===== config.mk =====
export PLATFORM = sky130hd
export DESIGN_NAME = shift_sequencer
export DESIGN_NICKNAME = d
export VERILOG_FILES = /design/src/rtl/shift_sequencer.sv
export SDC_FILE = /design/constraint.sdc
export NUM_CORES = 1
export LEC_CHECK = 0
export BUFFER_PORTS_ARGS = -buffer_cell sky130_fd_sc_hd__buf_2
export CAP_MARGIN = 25
export CORE_ASPECT_RATIO = 2
export CORE_MARGIN = 5
export CORE_UTILIZATION = 49
export DETAILED_ROUTE_END_ITERATION = 10
export GPL_ROUTABILITY_DRIVEN = 0
export GPL_TIMING_DRIVEN = 1
export PLACE_DENSITY_LB_ADDON = 0.05
export SYNTH_ARGS = -nofsm -noshare
export SYNTH_HDL_FRONTEND = slang
export SYNTH_SLANG_ARGS = --single-unit

===== constraint.sdc =====
create_clock -name clk -period 2.8 [get_ports clk]
set_input_delay 0.14 -clock clk [delete_from_list [all_inputs] [get_ports clk]]
set_output_delay 0.14 -clock clk [all_outputs]
set_load 0.02 [all_outputs]

===== src/rtl/shift_sequencer.sv =====
// Sequences one load plus N shifts on an external 16-bit shift register and returns the result.
// Optional SHIFT_SEQ_ABORT_EN adds an abort input and an aborted pulse output.
//
// state     | meaning
// ----------+----------------------------------------------------------
// S_IDLE    | ready; waiting for start
// S_LOAD    | sr_load_enable high; register loads at the closing edge
// S_SHIFT   | sr_shift_enable high; one shift per cycle, cnt counts down
// S_CAPTURE | enables low; result captured at the closing edge, done next
module shift_sequencer #(
    parameter int WIDTH = 16,
    parameter int CNT_W = 5
) (
    input  logic             clk,
    input  logic             s_rst_n,
    input  logic             start,
    input  logic [WIDTH-1:0] data_in,
    input  logic [CNT_W-1:0] shift_count,
    input  logic             dir,
`ifdef SHIFT_SEQ_ABORT_EN
    input  logic             abort,
    output logic             aborted,
`endif
    output logic             ready,
    output logic             done,
    output logic [WIDTH-1:0] result,
    output logic [WIDTH-1:0] sr_parallel_in,
    output logic             sr_load_enable,
    output logic             sr_shift_enable,
    output logic             sr_left_right,
    input  logic [WIDTH-1:0] sr_parallel_out
);

    typedef enum logic [1:0] {
        S_IDLE    = 2'd0,
        S_LOAD    = 2'd1,
        S_SHIFT   = 2'd2,
        S_CAPTURE = 2'd3
    } state_t;

    state_t           state;
    state_t           next_state;
    logic [CNT_W-1:0] cnt;
    logic [CNT_W-1:0] cnt_d;
    logic [CNT_W-1:0] count_clamped;
    logic             accept;
    logic             cnt_last;
    logic             abort_hit;

    logic             done_d;
    logic [WIDTH-1:0] result_d;
    logic [WIDTH-1:0] sr_parallel_in_d;
    logic             sr_load_enable_d;
    logic             sr_shift_enable_d;
    logic             sr_left_right_d;

`ifdef SHIFT_SEQ_ABORT_EN
    assign abort_hit = abort && (state != S_IDLE);
`else
    assign abort_hit = 1'b0;
`endif

    assign count_clamped = (shift_count > CNT_W'(WIDTH)) ? CNT_W'(WIDTH) : shift_count;
    assign accept        = (state == S_IDLE) && start;
    assign cnt_last      = (cnt == CNT_W'(1));
    assign ready         = (state == S_IDLE);

    always_ff @(posedge clk) begin
        if (!s_rst_n) begin
            state           <= S_IDLE;
            cnt             <= '0;
            done            <= 1'b0;
            result          <= '0;
            sr_parallel_in  <= '0;
            sr_load_enable  <= 1'b0;
            sr_shift_enable <= 1'b0;
            sr_left_right   <= 1'b0;
`ifdef SHIFT_SEQ_ABORT_EN
            aborted         <= 1'b0;
`endif
        end else begin
            state           <= next_state;
            cnt             <= cnt_d;
            done            <= done_d;
            result          <= result_d;
            sr_parallel_in  <= sr_parallel_in_d;
            sr_load_enable  <= sr_load_enable_d;
            sr_shift_enable <= sr_shift_enable_d;
            sr_left_right   <= sr_left_right_d;
`ifdef SHIFT_SEQ_ABORT_EN
            aborted         <= abort_hit;
`endif
        end
    end

    always_comb begin
        next_state = state;
        unique case (state)
            S_IDLE: begin
                if (start) begin
                    next_state = S_LOAD;
                end
            end
            S_LOAD: begin
                next_state = (cnt != '0) ? S_SHIFT : S_CAPTURE;
            end
            S_SHIFT: begin
                if (cnt_last) begin
                    next_state = S_CAPTURE;
                end
            end
            S_CAPTURE: begin
                next_state = S_IDLE;
            end
            default: begin
                next_state = S_IDLE;
            end
        endcase
        if (abort_hit) begin
            next_state = S_IDLE;
        end
    end

    // Registered outputs are decoded from the state being entered, so they line up with it.
    always_comb begin
        cnt_d             = cnt;
        result_d          = result;
        sr_parallel_in_d  = sr_parallel_in;
        sr_left_right_d   = sr_left_right;
        sr_load_enable_d  = (next_state == S_LOAD);
        sr_shift_enable_d = (next_state == S_SHIFT);
        done_d            = (state == S_CAPTURE) && !abort_hit;

        if (accept) begin
            cnt_d            = count_clamped;
            sr_parallel_in_d = data_in;
            sr_left_right_d  = dir;
        end

        if (state == S_SHIFT) begin
            cnt_d = cnt - CNT_W'(1);
        end

        if (abort_hit) begin
            cnt_d = '0;
        end

        if (done_d) begin
            result_d = sr_parallel_out;
        end
    end

endmodule


==> results.md <==
Layout:
- The final net count is 309.
- The number of antenna cells inserted is 0.
- Once layout is complete, the cells apart from fillers number 295.
- Registers take 861 um^2.
- The final standard cell utilization of the core is 65.1%.
- The most common library cell in the layout ignoring fill and taps is sky130_fd_sc_hd__buf_2.
- The fill cell instance count of the final layout is 313.
- Leaving out fill and tap cells, the most frequent cells in the layout are 77 x sky130_fd_sc_hd__buf_2, 43 x sky130_fd_sc_hd__dfxtp_1, 38 x sky130_fd_sc_hd__nand2_1, 21 x sky130_fd_sc_hd__a21oi_1, 18 x sky130_fd_sc_hd__nor2_1.
- The multi-input combinational cells in the finished layout cover a total of 761 um^2.
- The fraction of final layout cells sized beyond drive strength 1 is 34.2%.
- The area added between synthesis and finish is 30.2%.

Timing:
- The clock arrives with 0.00253 ns of skew.
- The worst path meets setup with 0.971 ns of slack.
- At the pin with the least slew margin, the transition time is 0.695 ns.
- The number of hold violations in the final report is 0.
- Setup violations remaining at the end of the flow were counted as 0.
- The clock period minus worst slack is 1.83 ns.
- Setup repair after global routing left no endpoint under its margin.
- Adding up every negative setup slack in the final design gives 0 ns.
- The final count of pins violating max slew is 0.
- Hold is met by 0.0801 ns.
- The share of the cycle needed by the critical path after routing is 65.3%.
- For this run, the top clock speed supported by timing is 0.547 GHz.
- The worst slew margin relative to its limit is 53.7%.

CTS:
- The quantity of gates resized following cts is 0.
- TritonCTS built the clock tree.
- The total of hold buffers inserted after clock tree synthesis is 0.
- Clock-pin slew was measured on the worst setup and hold paths at 0.08 ns.
- The level count of the clock H-tree is 2.
- The number of buffers on the longest clock path is 2.
- The clock root buffer is sky130_fd_sc_hd__clkbuf_8.
- The number of post-CTS setup repair buffers is 0.
- The clock network latency to the later pin of the worst-skew pair is 0.29 ns.
- For this design, the sink count on the clock tree is 43.
- In this run, CTS created clock tree buffers numbering 5.

Min path:
- The type of the most critical hold path is input port to flip-flop.
- The worst hold path passes through 3 cells.
- In this run the most critical hold path is launched from data_in[9].
- The end point of the worst hold path is sr_parallel_in[9].

Place:
- In this run, placement finished with an instance count of 287.
- Detailed placement finished with a half-perimeter wire length of 2940 um.
- Input and output buffers added on the ports amount to 77.
- Prior to clock tree synthesis, the placed netlist has a worst setup slack of 0.996 ns.

Critical path:
- On the critical path, the stage with the largest delay is an instance of sky130_fd_sc_hd__and2_1.
- The startpoint class of the critical path is a flip-flop.
- The number of cells traversed by the worst register-to-register path is 5.
- The stage delay of the slowest cell on the critical path is 0.62 ns.
- The worst setup path is captured at a flip-flop.
- For the worst setup path, the data arrival time is 2.02 ns.
- The capturing point of the worst reg2reg path is cnt[0].
- The required time of the critical path is 2.99 ns.
- Of all nets on the critical path, the largest fanout is 19.
- The register-to-register setup slack is 0.97 ns.
- The critical path in this run is classified as flip-flop to flip-flop.
- Walking the worst path, the cells encountered are inv_1, ha_1, and2_1, a21oi_1, o211a_1.
- The startpoint identified for the worst register-to-register timing path is state[0].

Synth:
- The synthesized netlist occupies a cell area of 1690 um^2.
- After synthesis, flip-flops and latches occupy 51.0% of the total area.
- The cell count after synthesis came out at 186.
- The post-synthesis register bit count is 43.
- Yosys printed 0 warnings.
- The net count after synthesis is 233.
- The mean post-synth cell area is 9.08 um^2.
- In this run, distinct cell masters in the synthesized netlist total 31.

Outcome:
- The flow ran to the end, and the final reports show no timing, DRC or antenna violations.

GRT:
- The initial antenna violation count came to 0.
- Global routing consumed, on the met2 layer, 31.8% of the routing resources.
- In the global route stage, met1 resource usage came out at 16.9%.
- For met3 alone, demand over resource in global routing was 4.31%.
- Entering global routing, the biggest net connects 37 pins.
- The first global-routing pass estimated 6220 um of wire.
- The total global-route track usage is 17.0%.
- In this run the most used layer during global routing was met2.
- The via count of the first global-routing pass is 1407.
- The total congestion overflow after global routing is 0.

Route:
- The overall routed net length is 3960 um.
- The mean number of vias per cell is 5.14.
- Before antenna repair, the detailed router went through 4 iterations.
- The via count of the routed design is 1516.
- After detailed routing, the average wire length per cell comes to 13.4 um.
- The post-detailed-route count of antenna-violating nets is 0.
- For this run, design rule violations remaining after detail routing come to 0.
- The number of DRC markers after the initial detailed-route iteration is 37.

Flow run:
- Max-cap violations in this run came to 0.

Pwr:
- For this design the ratio of total power to cell area is 941 nW/um^2.
- For this design the static power due to leakage is 1.04 nW.
- The worst-case IR drop observed on VDD is 0.635 mV.

Floorplanning:
- Pin placement for this block handled 78 I/O pins.
- The number of cell rows is 30.
- The floorplan step defined a die boundary enclosing 4790 um^2.
- The initial utilization of the core area, before any placement, comes to 50.0%.
- After floorplanning, the core was sized to cover 3380 um^2.
- From left edge to right edge, the die measures 51.5 um.
- Measured along the y axis, the die boundary spans 93.0 um.
[synth_stat cells]
| master | count | area, um^2 |
|---|---|---|
| sky130_fd_sc_hd__dfxtp_1 | 43 | 861 |
| sky130_fd_sc_hd__nand2_1 | 38 | 143 |
| sky130_fd_sc_hd__a21oi_1 | 21 | 105 |
| sky130_fd_sc_hd__nor2_1 | 18 | 67.6 |
| sky130_fd_sc_hd__mux2i_1 | 16 | 160 |
| sky130_fd_sc_hd__ha_1 | 6 | 75.1 |
| sky130_fd_sc_hd__buf_2 | 5 | 25.0 |
| sky130_fd_sc_hd__inv_1 | 5 | 18.8 |
| sky130_fd_sc_hd__and2_1 | 4 | 25.0 |
| sky130_fd_sc_hd__a211oi_1 | 3 | 22.5 |
| sky130_fd_sc_hd__buf_1 | 3 | 11.3 |
| sky130_fd_sc_hd__nand3b_1 | 3 | 22.5 |
| sky130_fd_sc_hd__a31oi_1 | 2 | 12.5 |
| sky130_fd_sc_hd__nand3_1 | 2 | 10.0 |
| sky130_fd_sc_hd__a21oi_2 | 1 | 8.76 |
| sky130_fd_sc_hd__and3_1 | 1 | 6.26 |
| sky130_fd_sc_hd__and4b_1 | 1 | 10.0 |
| sky130_fd_sc_hd__clkbuf_1 | 1 | 3.75 |
| sky130_fd_sc_hd__clkinvlp_2 | 1 | 5.00 |
| sky130_fd_sc_hd__inv_2 | 1 | 3.75 |
| sky130_fd_sc_hd__nand2b_1 | 1 | 6.26 |
| sky130_fd_sc_hd__nor3_1 | 1 | 5.00 |
| sky130_fd_sc_hd__nor3b_1 | 1 | 7.51 |
| sky130_fd_sc_hd__o211a_1 | 1 | 10.0 |
| sky130_fd_sc_hd__o21ai_0 | 1 | 5.00 |
| sky130_fd_sc_hd__o2bb2ai_1 | 1 | 8.76 |
| sky130_fd_sc_hd__o311ai_0 | 1 | 8.76 |
| sky130_fd_sc_hd__o31a_1 | 1 | 8.76 |
| sky130_fd_sc_hd__o32a_1 | 1 | 10.0 |
| sky130_fd_sc_hd__or3b_1 | 1 | 8.76 |
| sky130_fd_sc_hd__or4b_4 | 1 | 13.8 |
[per-layer routing]
| layer | up-vias | part of all wire [%] | wire length [um] |
|---|---|---|---|
| met5 | - | 0 | 0 |
| met4 | 0 | 1.7 | 68 |
| met3 | 6 | 7.4 | 293 |
| met2 | 59 | 52 | 2070 |
| met1 | 675 | 39 | 1530 |
| li1 | 776 | - | - |
[worst max-delay path: cells and delay by family (launching register included)]
family                   cells  cell delay, ns
AND/OR/NAND/NOR              1            0.62
AO/OA/AOI/OAI                2            0.37
flip-flops                   1            0.35
adder cells (fa/ha/maj)      1            0.29
buffers and inverters        1            0.09
[power by group]
| group | switching, mW | internal (mW) | total (mW) |
|---|---|---|---|
| Sequential | 0.0739 | 0.740 | 0.814 |
| Combinational | 0.479 | 0.290 | 0.769 |
| Clock | 0.198 | 0.288 | 0.486 |
[metrics by stage]
stage	power, mW	cell area (um^2)
after floorplan	1.38	1690
after global placement	1.59	2080
after detailed placement	1.60	2080
after CTS	2.09	2200
after global routing	2.22	2200
final	2.07	2200
[final cells by class]
class | instances | area share, %
sequential | 43 | 39.1
multi-input combinational | 127 | 34.6
timing repair buffer | 78 | 17.9
clock buffer | 6 | 3.75
tap | 32 | 1.82
clock inverter | 2 | 1.59
inverter | 7 | 1.25
[sequential cells by signal, indices dropped and copies added, names as in the netlist]
register         cells
done                 1
result              16
sr_shift_enable      1
sr_parallel_in      16
sr_load_enable       1
cnt                  5
sr_left_right        1
state                2
[cell families after synthesis]
group | share of synthesized area (%)
buffers and inverters | 4.00
multiplexers | 9.48
adder cells (fa/ha/maj) | 4.44
AND/OR/NAND/NOR | 19.3
flip-flops | 51.0
AO/OA/AOI/OAI | 11.9
[worst max-delay path by stage]
stage / startpoint / to / slack (ns) / cells after the start
3_5_place_dp: state[0] / cnt[0] / 1.0 / 5
6_report: state[0] / cnt[0] / 0.97 / 5
5_1_grt: state[0] / cnt[0] / 0.71 / 5
4_1_cts: state[0] / cnt[0] / 0.98 / 5
3_3_place_gp: state[0] / cnt[0] / 1.06 / 5
2_1_floorplan: state[0] / sr_parallel_in[11] / 1.26 / 6
Note: power is estimated with default switching activity, not from simulation.
